===== config.mk =====
export PLATFORM = sky130hd
export DESIGN_NAME = sargantana_icache_ifill_arbiter_flat
export DESIGN_NICKNAME = d
export VERILOG_FILES = /design/src/rtl/sargantana_icache_ifill_arbiter_pkg.sv /design/src/rtl/sargantana_icache_ifill_arbiter_if.sv /design/src/rtl/sargantana_icache_ifill_arbiter.sv /design/src/flat_wrapper.sv
export SDC_FILE = /design/constraint.sdc
export NUM_CORES = 1
export LEC_CHECK = 0
export CORE_MARGIN = 10
export CORE_UTILIZATION = 40
export CTS_CLUSTER_SIZE = 8
export DETAILED_ROUTE_END_ITERATION = 12
export DONT_BUFFER_PORTS = 1
export GPL_ROUTABILITY_DRIVEN = 0
export SLEW_MARGIN = 20
export SYNTH_ARGS = -nofsm -noshare
export SYNTH_HDL_FRONTEND = slang
export SYNTH_SLANG_ARGS = --single-unit

===== constraint.sdc =====
create_clock -name clk_i -period 2.8 [get_ports clk_i]
set_clock_uncertainty 0.1 [all_clocks]
set_input_delay 0.56 -clock clk_i [delete_from_list [all_inputs] [get_ports clk_i]]
set_output_delay 0.56 -clock clk_i [all_outputs]
set_load 0.005 [all_outputs]

===== src/rtl/sargantana_icache_ifill_arbiter_pkg.sv =====
// ----------------------------------------------------------------------------
// sargantana_icache_pkg
// Shared types for the icache iFill arbiter: arbiter state, refill owner and
// a helper that qualifies a real refill response from an upper-level message.
// ----------------------------------------------------------------------------
package sargantana_icache_pkg;

  localparam int unsigned ICACHE_PADDR_W = 40;
  localparam int unsigned ICACHE_N_WAY   = 4;
  localparam int unsigned IFILL_TIMEOUT  = 1023;

  typedef enum logic [1:0] {
    IDLE  = 2'd0,  // no refill outstanding
    WAIT  = 2'd1,  // refill outstanding, owner known
    DRAIN = 2'd2   // refill outstanding, owner cancelled; response is discarded
  } ifill_arb_state_t;

  typedef enum logic [1:0] {
    OWN_NONE = 2'd0,
    OWN_DEM  = 2'd1,
    OWN_PF   = 2'd2
  } ifill_owner_t;

  // Invalidations share the response valid but never carry refill data.
  function automatic logic is_refill(input logic resp_valid, input logic resp_inv);
    return resp_valid & ~resp_inv;
  endfunction

endpackage


===== src/rtl/sargantana_icache_ifill_arbiter_if.sv =====
// ----------------------------------------------------------------------------
// sargantana_icache_ifill_arbiter_if
// Bundles the handshake signals around the iFill arbiter:
//   - demand miss request (valid/ready/paddr/way) plus core kill
//   - prefetch request (valid/ready/paddr/way)
//   - iFill request to upper levels (valid pulse/paddr/way)
//   - iFill response from upper levels (valid/inv)
//   - per-owner response valids back to the icache
// Modports:
//   slave  : the arbiter itself
//   master : the surrounding icache / upper-level environment
// ----------------------------------------------------------------------------
interface sargantana_icache_ifill_arbiter_if #(
  parameter int unsigned PADDR_W = 40,
  parameter int unsigned WAY_W   = 2
);

  logic               dem_req_valid_i;
  logic               dem_req_ready_o;
  logic [PADDR_W-1:0] dem_req_paddr_i;
  logic [WAY_W-1:0]   dem_req_way_i;
  logic               dem_kill_i;

  logic               pf_req_valid_i;
  logic               pf_req_ready_o;
  logic [PADDR_W-1:0] pf_req_paddr_i;
  logic [WAY_W-1:0]   pf_req_way_i;

  logic               ifill_req_valid_o;
  logic [PADDR_W-1:0] ifill_req_paddr_o;
  logic [WAY_W-1:0]   ifill_req_way_o;

  logic               ifill_resp_valid_i;
  logic               ifill_resp_inv_i;

  logic               dem_resp_valid_o;
  logic               pf_resp_valid_o;

  modport slave (
    input  dem_req_valid_i, dem_req_paddr_i, dem_req_way_i, dem_kill_i,
    input  pf_req_valid_i, pf_req_paddr_i, pf_req_way_i,
    input  ifill_resp_valid_i, ifill_resp_inv_i,
    output dem_req_ready_o, pf_req_ready_o,
    output ifill_req_valid_o, ifill_req_paddr_o, ifill_req_way_o,
    output dem_resp_valid_o, pf_resp_valid_o
  );

  modport master (
    output dem_req_valid_i, dem_req_paddr_i, dem_req_way_i, dem_kill_i,
    output pf_req_valid_i, pf_req_paddr_i, pf_req_way_i,
    output ifill_resp_valid_i, ifill_resp_inv_i,
    input  dem_req_ready_o, pf_req_ready_o,
    input  ifill_req_valid_o, ifill_req_paddr_o, ifill_req_way_o,
    input  dem_resp_valid_o, pf_resp_valid_o
  );

endinterface


===== src/rtl/sargantana_icache_ifill_arbiter.sv =====
// ----------------------------------------------------------------------------
// sargantana_icache_ifill_arbiter
// Shares the single iFill request/response channel between the icache
// demand-miss path and the next-line prefetcher. At most one refill is
// outstanding; its owner is tracked so the response is routed back to the
// right requester, or silently dropped after a kill/flush.
//
// Ports:
//   clk_i         clock, all state on rising edge
//   rstn_i        asynchronous active-low reset
//   flush_i       icache flush; cancels ownership of an outstanding refill
//   bus           arbiter handshakes (slave modport): demand/prefetch requests,
//                 iFill request/response, per-owner response valids
//   busy_o        a refill is outstanding
//   err_timeout_o one-cycle pulse when an outstanding refill reaches TIMEOUT
// ----------------------------------------------------------------------------
module sargantana_icache_ifill_arbiter
  import sargantana_icache_pkg::*;
#(
  parameter int unsigned PADDR_W = ICACHE_PADDR_W,
  parameter int unsigned N_WAY   = ICACHE_N_WAY,
  parameter int unsigned TIMEOUT = IFILL_TIMEOUT
) (
  input  logic clk_i,
  input  logic rstn_i,
  input  logic flush_i,
  sargantana_icache_ifill_arbiter_if.slave bus,
  output logic busy_o,
  output logic err_timeout_o
);

  localparam int unsigned WAY_W   = (N_WAY > 1) ? $clog2(N_WAY) : 1;
  localparam int unsigned TIMER_W = $clog2(TIMEOUT + 1);
  localparam logic [TIMER_W-1:0] TIMER_MAX  = TIMER_W'(TIMEOUT);
  localparam logic [TIMER_W-1:0] TIMER_LAST = TIMER_W'(TIMEOUT - 1);

  ifill_arb_state_t   state_q, state_d;
  ifill_owner_t       owner_q, owner_d;
  logic [PADDR_W-1:0] paddr_q, paddr_d;
  logic [WAY_W-1:0]   way_q, way_d;
  logic [TIMER_W-1:0] timer_q;
  logic               err_q;

  logic               refill_ok;
  logic               cancel;
  logic               promote;
  logic               dem_ready;
  logic               pf_ready;
  logic               req_valid;
  logic [PADDR_W-1:0] req_paddr;
  logic [WAY_W-1:0]   req_way;
  logic               dem_resp;
  logic               pf_resp;

  assign refill_ok = is_refill(bus.ifill_resp_valid_i, bus.ifill_resp_inv_i);

  // --------------------------------------------------------------------------
  // Next-state / output logic
  // --------------------------------------------------------------------------
  always_comb begin
    // NOTE: every signal written here gets a default first, so no path through
    // the case statement can leave one unassigned and infer a latch.
    state_d   = state_q;
    owner_d   = owner_q;
    paddr_d   = paddr_q;
    way_d     = way_q;
    cancel    = 1'b0;
    promote   = 1'b0;
    dem_ready = 1'b0;
    pf_ready  = 1'b0;
    req_valid = 1'b0;
    req_paddr = '0;
    req_way   = '0;
    dem_resp  = 1'b0;
    pf_resp   = 1'b0;

    unique case (state_q)
      IDLE: begin
        // Demand has fixed priority: a pending demand masks prefetch ready.
        dem_ready = ~flush_i;
        pf_ready  = ~flush_i & ~bus.dem_req_valid_i;
        if (bus.dem_req_valid_i && dem_ready) begin
          // A demand killed in the same cycle is consumed without a request.
          if (!bus.dem_kill_i) begin
            req_valid = 1'b1;
            req_paddr = bus.dem_req_paddr_i;
            req_way   = bus.dem_req_way_i;
            paddr_d   = bus.dem_req_paddr_i;
            way_d     = bus.dem_req_way_i;
            owner_d   = OWN_DEM;
            state_d   = WAIT;
          end
        end else if (bus.pf_req_valid_i && pf_ready) begin
          req_valid = 1'b1;
          req_paddr = bus.pf_req_paddr_i;
          req_way   = bus.pf_req_way_i;
          paddr_d   = bus.pf_req_paddr_i;
          way_d     = bus.pf_req_way_i;
          owner_d   = OWN_PF;
          state_d   = WAIT;
        end
      end

      WAIT: begin
        cancel = flush_i | ((owner_q == OWN_DEM) & bus.dem_kill_i);
        // A demand for the line already being prefetched rides on that refill;
        // the prefetch way is kept since the request is already in flight.
        dem_ready = (owner_q == OWN_PF) & bus.dem_req_valid_i & ~flush_i &
                    (bus.dem_req_paddr_i == paddr_q);
        promote   = dem_ready & ~bus.dem_kill_i;
        if (refill_ok) begin
          state_d = IDLE;
          owner_d = OWN_NONE;
          if (!cancel) begin
            if ((owner_q == OWN_DEM) || promote) dem_resp = 1'b1;
            else                                  pf_resp  = 1'b1;
          end
        end else if (cancel) begin
          state_d = DRAIN;
          owner_d = OWN_NONE;
        end else if (promote) begin
          owner_d = OWN_DEM;
        end
      end

      DRAIN: begin
        if (refill_ok) begin
          state_d = IDLE;
          owner_d = OWN_NONE;
        end
      end

      default: begin
        state_d = IDLE;
        owner_d = OWN_NONE;
      end
    endcase
  end

  // --------------------------------------------------------------------------
  // State, latched request and refill timer
  // --------------------------------------------------------------------------
  always_ff @(posedge clk_i or negedge rstn_i) begin
    if (!rstn_i) begin
      state_q <= IDLE;
      owner_q <= OWN_NONE;
      paddr_q <= '0;
      way_q   <= '0;
      timer_q <= '0;
      err_q   <= 1'b0;
    end else begin
      // NOTE: state registers use non-blocking assignments so every flop
      // samples the pre-edge values regardless of statement order.
      state_q <= state_d;
      owner_q <= owner_d;
      paddr_q <= paddr_d;
      way_q   <= way_d;
      // Timer runs only while a refill is outstanding and saturates at
      // TIMEOUT, so the error fires exactly once per stuck refill.
      if (state_d == IDLE) begin
        timer_q <= '0;
      end else if ((state_q != IDLE) && (timer_q != TIMER_MAX)) begin
        timer_q <= timer_q + TIMER_W'(1);
      end
      err_q <= (state_q != IDLE) && (state_d != IDLE) && (timer_q == TIMER_LAST);
    end
  end

  // --------------------------------------------------------------------------
  // Outputs
  // --------------------------------------------------------------------------
  // NOTE: the IDLE readies and the zero-latency request are combinational from
  // the inputs, so they are qualified with rstn_i to hold every output at 0
  // for as long as reset is asserted, not just from the next clock edge.
  assign bus.dem_req_ready_o   = rstn_i & dem_ready;
  assign bus.pf_req_ready_o    = rstn_i & pf_ready;
  assign bus.ifill_req_valid_o = rstn_i & req_valid;
  assign bus.ifill_req_paddr_o = rstn_i ? req_paddr : '0;
  assign bus.ifill_req_way_o   = rstn_i ? req_way : '0;
  assign bus.dem_resp_valid_o  = rstn_i & dem_resp;
  assign bus.pf_resp_valid_o   = rstn_i & pf_resp;

  assign busy_o        = (state_q != IDLE);
  assign err_timeout_o = err_q;

endmodule


===== src/flat_wrapper.sv =====
// flat-port wrapper written by rule: the top's interface ports become plain ports
module sargantana_icache_ifill_arbiter_flat import sargantana_icache_pkg::*;
#(
  parameter int unsigned PADDR_W = ICACHE_PADDR_W,
  parameter int unsigned N_WAY   = ICACHE_N_WAY,
  parameter int unsigned TIMEOUT = IFILL_TIMEOUT
)
  (clk_i, rstn_i, flush_i, busy_o, err_timeout_o, bus_dem_req_valid_i, bus_dem_req_paddr_i, bus_dem_req_way_i, bus_dem_kill_i, bus_pf_req_valid_i, bus_pf_req_paddr_i, bus_pf_req_way_i, bus_ifill_resp_valid_i, bus_ifill_resp_inv_i, bus_dem_req_ready_o, bus_pf_req_ready_o, bus_ifill_req_valid_o, bus_ifill_req_paddr_o, bus_ifill_req_way_o, bus_dem_resp_valid_o, bus_pf_resp_valid_o);
  sargantana_icache_ifill_arbiter_if #(.PADDR_W(PADDR_W), .WAY_W((2))) bus_i ();
  input  logic clk_i;
  input  logic rstn_i;
  input  logic flush_i;
  output logic busy_o;
  output logic err_timeout_o;
  input wire logic [$bits(bus_i.dem_req_valid_i)-1:0] bus_dem_req_valid_i;
  input wire logic [$bits(bus_i.dem_req_paddr_i)-1:0] bus_dem_req_paddr_i;
  input wire logic [$bits(bus_i.dem_req_way_i)-1:0] bus_dem_req_way_i;
  input wire logic [$bits(bus_i.dem_kill_i)-1:0] bus_dem_kill_i;
  input wire logic [$bits(bus_i.pf_req_valid_i)-1:0] bus_pf_req_valid_i;
  input wire logic [$bits(bus_i.pf_req_paddr_i)-1:0] bus_pf_req_paddr_i;
  input wire logic [$bits(bus_i.pf_req_way_i)-1:0] bus_pf_req_way_i;
  input wire logic [$bits(bus_i.ifill_resp_valid_i)-1:0] bus_ifill_resp_valid_i;
  input wire logic [$bits(bus_i.ifill_resp_inv_i)-1:0] bus_ifill_resp_inv_i;
  output wire logic [$bits(bus_i.dem_req_ready_o)-1:0] bus_dem_req_ready_o;
  output wire logic [$bits(bus_i.pf_req_ready_o)-1:0] bus_pf_req_ready_o;
  output wire logic [$bits(bus_i.ifill_req_valid_o)-1:0] bus_ifill_req_valid_o;
  output wire logic [$bits(bus_i.ifill_req_paddr_o)-1:0] bus_ifill_req_paddr_o;
  output wire logic [$bits(bus_i.ifill_req_way_o)-1:0] bus_ifill_req_way_o;
  output wire logic [$bits(bus_i.dem_resp_valid_o)-1:0] bus_dem_resp_valid_o;
  output wire logic [$bits(bus_i.pf_resp_valid_o)-1:0] bus_pf_resp_valid_o;
  assign bus_i.dem_req_valid_i = bus_dem_req_valid_i;
  assign bus_i.dem_req_paddr_i = bus_dem_req_paddr_i;
  assign bus_i.dem_req_way_i = bus_dem_req_way_i;
  assign bus_i.dem_kill_i = bus_dem_kill_i;
  assign bus_i.pf_req_valid_i = bus_pf_req_valid_i;
  assign bus_i.pf_req_paddr_i = bus_pf_req_paddr_i;
  assign bus_i.pf_req_way_i = bus_pf_req_way_i;
  assign bus_i.ifill_resp_valid_i = bus_ifill_resp_valid_i;
  assign bus_i.ifill_resp_inv_i = bus_ifill_resp_inv_i;
  assign bus_dem_req_ready_o = bus_i.dem_req_ready_o;
  assign bus_pf_req_ready_o = bus_i.pf_req_ready_o;
  assign bus_ifill_req_valid_o = bus_i.ifill_req_valid_o;
  assign bus_ifill_req_paddr_o = bus_i.ifill_req_paddr_o;
  assign bus_ifill_req_way_o = bus_i.ifill_req_way_o;
  assign bus_dem_resp_valid_o = bus_i.dem_resp_valid_o;
  assign bus_pf_resp_valid_o = bus_i.pf_resp_valid_o;
  sargantana_icache_ifill_arbiter #(.PADDR_W(PADDR_W), .N_WAY(N_WAY), .TIMEOUT(TIMEOUT)) u_core (.clk_i(clk_i), .rstn_i(rstn_i), .flush_i(flush_i), .bus(bus_i), .busy_o(busy_o), .err_timeout_o(err_timeout_o));
endmodule

==> metrics.md <==
| Metric | Value |
|---|---|
| Drt total wl | 10200 um |
| Slowest Stage Delay on Critical Path | 0.57 ns |
| Buf+Inv Stages, Crit Path | 0 |
| Top_reg_cell synth | sky130_fd_sc_hd__dfrtp_1 |
| Ranking of synthesized cells by instance count | sky130_fd_sc_hd__nor2_1, sky130_fd_sc_hd__dfrtp_1, sky130_fd_sc_hd__nand2_1 |
| Setup repair after global routing missed its margin | yes |
| Sum of negative setup slack | -0.280 ns |
| Master of the slowest instance on the critical path | sky130_fd_sc_hd__or4_1 |
| Post-Syn Nets | 485 |
| Area share of the largest cell type after synthesis | 41.4% |
| Smallest hold slack | 0.00441 ns |
| R2R Path Start | u_core.paddr_q[26]$_DFFE_PN0P_ |
| Required @ worst endpoint | 2.14 ns |
| Placement row count | 33 |
| Count of warnings emitted by yosys | 0 |
| Cell count after synthesis | 391 |
| Share of synthesized flip-flops with an asynchronous set or reset | 100% |
| Transition time of the tightest slew-check pin | 0.492 ns |
| Sequential fraction of the synthesis area | 41.4% |
| Largest delay share family, worst path | simple AND/OR/NAND/NOR gates |
| Startpoint Class | flop |
| Status | finished with violations |
| Critical path peak fanout | 2 |
| Final critical-path required period | 2.94 ns |
| Worst-Skew Late Latency | 0.31 ns |
| Pre-antenna DRT Iters | 5 |
| Largest net degree at the start of global routing | 56 |
| CTS clock-pin slew for the worst setup and hold paths | 0.09 ns |
| Syn avg cell area | 8.51 um^2 |
| Max-slew headroom | 67.2% |
| Maximum count of clock buffers along a single path | 2 |
| Num ports | 141 |
| Overflow left after global routing | 0 |
| Portion of the clock cycle consumed by the worst path in the final layout | 105% |
| Global Route Usage Sum | 15.6% |
| Kind of critical path | reg -> out |
| Number of global-route vias before repair | 3003 |
| Die outline width | 111 um |
| Fraction of layout cells with a size suffix above 1 | 12.6% |
| Half-perimeter wire length after detailed placement | 7860 um |
| Peak supply drop | 366 uV |
| Post-route insts no fill | 502 |
| Number of max-slew violations in the final report | 0 |
| Remaining antenna violation count after routing | 0 |
| Effective utilization at floorplan | 40.9% |
| Placed cell count | 492 |
| Max H-tree Level | 2 |
| Clock root buffer | sky130_fd_sc_hd__clkbuf_8 |
| Final #Nets | 490 |
| Total clock buffers created by CTS | 5 |
| CTS Sinks | 55 |
| Total core area | 8130 um^2 |
| Worst reg-to-reg path cell count | 8 |
| Fill cells | 770 |
| Number of vias per cell after detailed routing | 5.75 |
| Lkg Pwr | 1.46 nW |
| Number of distinct library cell variants in the gate-level netlist after synthesis | 41 |
| Syn-to-layout area delta | 14.3% |
| Power per cell area | 813 nW/um^2 |
| Failing checks | setup timing |
| Critical path, cell by cell | xnor2_2, nand4_1, or4_1, or4_4, a21oi_4 |
| Worst R2R Setup Slack | 0.53 ns |
| F_max | 0.340 GHz |
| Crit. End Element | primary output |
| Cell type with the highest aggregate area in the netlist | sky130_fd_sc_hd__dfrtp_1 |
| Cells taking the most area after synthesis | sky130_fd_sc_hd__dfrtp_1, sky130_fd_sc_hd__xnor2_1, sky130_fd_sc_hd__a22oi_1, sky130_fd_sc_hd__nor2_1, sky130_fd_sc_hd__nand2_1 |
| Final setup violating endpoints | 3 |
| Initial antenna violation count | 0 |
| First-iteration detailed-routing DRC count | 175 |
| DRC Markers | 0 |
| Hold/Removal Path Class | in -> async |
| Area of the die | 12400 um^2 |
| Count of buffers from port buffering | 0 |
| Mapped Area | 3330 um^2 |
| MaxCap Viol Count | 0 |
| Final hold violation count | 0 |
| Pre-CTS setup slack | -0.108 ns |
| Mean routed wirelength per cell | 20.3 um |
| TritonCTS clock tree | done |
| Global-route wire length before repair | 16000 um |
| Final antenna diode count | 0 |
| Number of synthesized register bits | 55 |
| Most common cell in the netlist | sky130_fd_sc_hd__nor2_1 |
| Number of enable flip-flop cells after synthesis | 0 |
| Die boundary height | 111 um |
| Final setup slack of the worst path | -0.142 ns |
| Worst path arrival time | 2.28 ns |
| Via count | 2885 |
| Terminus of the critical flop-to-flop path | u_core.owner_q[0]$_DFFE_PN0P_ |
power breakdown:
part           internal, W  total, W  switching, W
clock             0.000226  0.000480      0.000253
combinational     0.000560   0.00125      0.000694
sequential         0.00111   0.00136      0.000253
total              0.00189   0.00309       0.00120
final cells by class:
class                      count  area, um^2  area share (%)
inverter                       7        26.3           0.691
clock buffer                   8         100            2.63
sequential                    55        1380            36.2
timing repair buffer          20         186            4.90
tap                          105         131            3.46
multi-input combinational    307        1980            52.1
worst max-delay path by stage:
stage          slack, ns              endpoint  cells past startpoint                      startpoint
2_1_floorplan      -0.03  bus_dem_resp_valid_o                      6                         flush_i
3_5_place_dp       -0.11   bus_pf_resp_valid_o                      6         bus_dem_req_paddr_i[31]
5_1_grt            -0.25  bus_dem_resp_valid_o                      5  u_core.paddr_q[26]$_DFFE_PN0P_
6_report           -0.14  bus_dem_resp_valid_o                      5  u_core.paddr_q[31]$_DFFE_PN0P_
3_3_place_gp       -0.11   bus_pf_resp_valid_o                      6         bus_dem_req_paddr_i[16]
4_1_cts            -0.19  bus_dem_resp_valid_o                      5  u_core.paddr_q[35]$_DFFE_PN0P_
logic make-up after synthesis:
family | count (synthesis) | share of synthesized area, %
adder cells (fa/ha/maj) | 2 | 0.752
AND/OR/NAND/NOR | 156 | 21.9
XOR/XNOR | 49 | 12.9
flip-flops | 55 | 41.4
buffers and inverters | 29 | 3.50
AO/OA/AOI/OAI | 100 | 19.5
what timing repair did:
item,CTS,global route
endpoints found under the hold margin,55,0
setup endpoints to repair,3,3
pin swaps,7,6
hold buffers,1,0
resized for setup,15,4
setup buffers,1,1
worst reg2reg max path: stages, from the launching register on:
cell and delay, ns:
sky130_fd_sc_hd__dfrtp_1 0.41, sky130_fd_sc_hd__xnor2_2 0.20, sky130_fd_sc_hd__nand4_1 0.12, sky130_fd_sc_hd__or4_4 0.54
sky130_fd_sc_hd__buf_4 0.15, sky130_fd_sc_hd__buf_6 0.11, sky130_fd_sc_hd__nor4_4 0.31, sky130_fd_sc_hd__buf_4 0.16
sky130_fd_sc_hd__o311a_1 0.13
per-stage QoR:
stage / power [W] / utilization [%] / area, um^2
finish: 0.00309 / 46.7 / 3800
detailed placement: 0.00254 / 43.6 / 3550
global route: 0.00333 / 46.7 / 3800
floorplan: 0.00216 / - / 3330
CTS: 0.00312 / 46.4 / 3770
global placement: 0.00251 / 43.6 / 3550
placed cells by master, fill, tap and decap left out, types with 2 or more instances in the layout:
cell and count:
sky130_fd_sc_hd__nor2_1 57, sky130_fd_sc_hd__dfrtp_1 55, sky130_fd_sc_hd__nand2_1 49, sky130_fd_sc_hd__a22oi_1 41, sky130_fd_sc_hd__xnor2_1 34, sky130_fd_sc_hd__o21ai_0 25
sky130_fd_sc_hd__nand4_1 17, sky130_fd_sc_hd__o21ai_1 17, sky130_fd_sc_hd__buf_4 17, sky130_fd_sc_hd__xnor2_2 11, sky130_fd_sc_hd__nand3_1 7, sky130_fd_sc_hd__clkbuf_8 7
sky130_fd_sc_hd__inv_1 6, sky130_fd_sc_hd__nor4_1 4, sky130_fd_sc_hd__nor3_1 4, sky130_fd_sc_hd__xor2_1 4, sky130_fd_sc_hd__o211ai_1 3, sky130_fd_sc_hd__nor3b_4 2
sky130_fd_sc_hd__nand2b_1 2, sky130_fd_sc_hd__a211oi_1 2, sky130_fd_sc_hd__nor2b_1 2, sky130_fd_sc_hd__or4_4 2, sky130_fd_sc_hd__or3_1 2, sky130_fd_sc_hd__ha_1 2
sequential cells by signal, indices dropped and copies added (netlist names):
signal / count
u_core.timer_q: 10
u_core.paddr_q: 40
u_core.owner_q: 2
u_core.err_timeout_o: 1
u_core.state_q: 2
metal layers:
metal	routed length (um)	share of wire, %	vias to the layer above	GRT usage, %
met3	497	4.9	11	3.57
met1	4370	43	1392	19.0
met4	139	1.4	0	3.86
met5	0	0	-	0
li1	-	-	1392	-
met2	5190	51	90	26.8
Note: power is estimated with default switching activity, not from simulation.
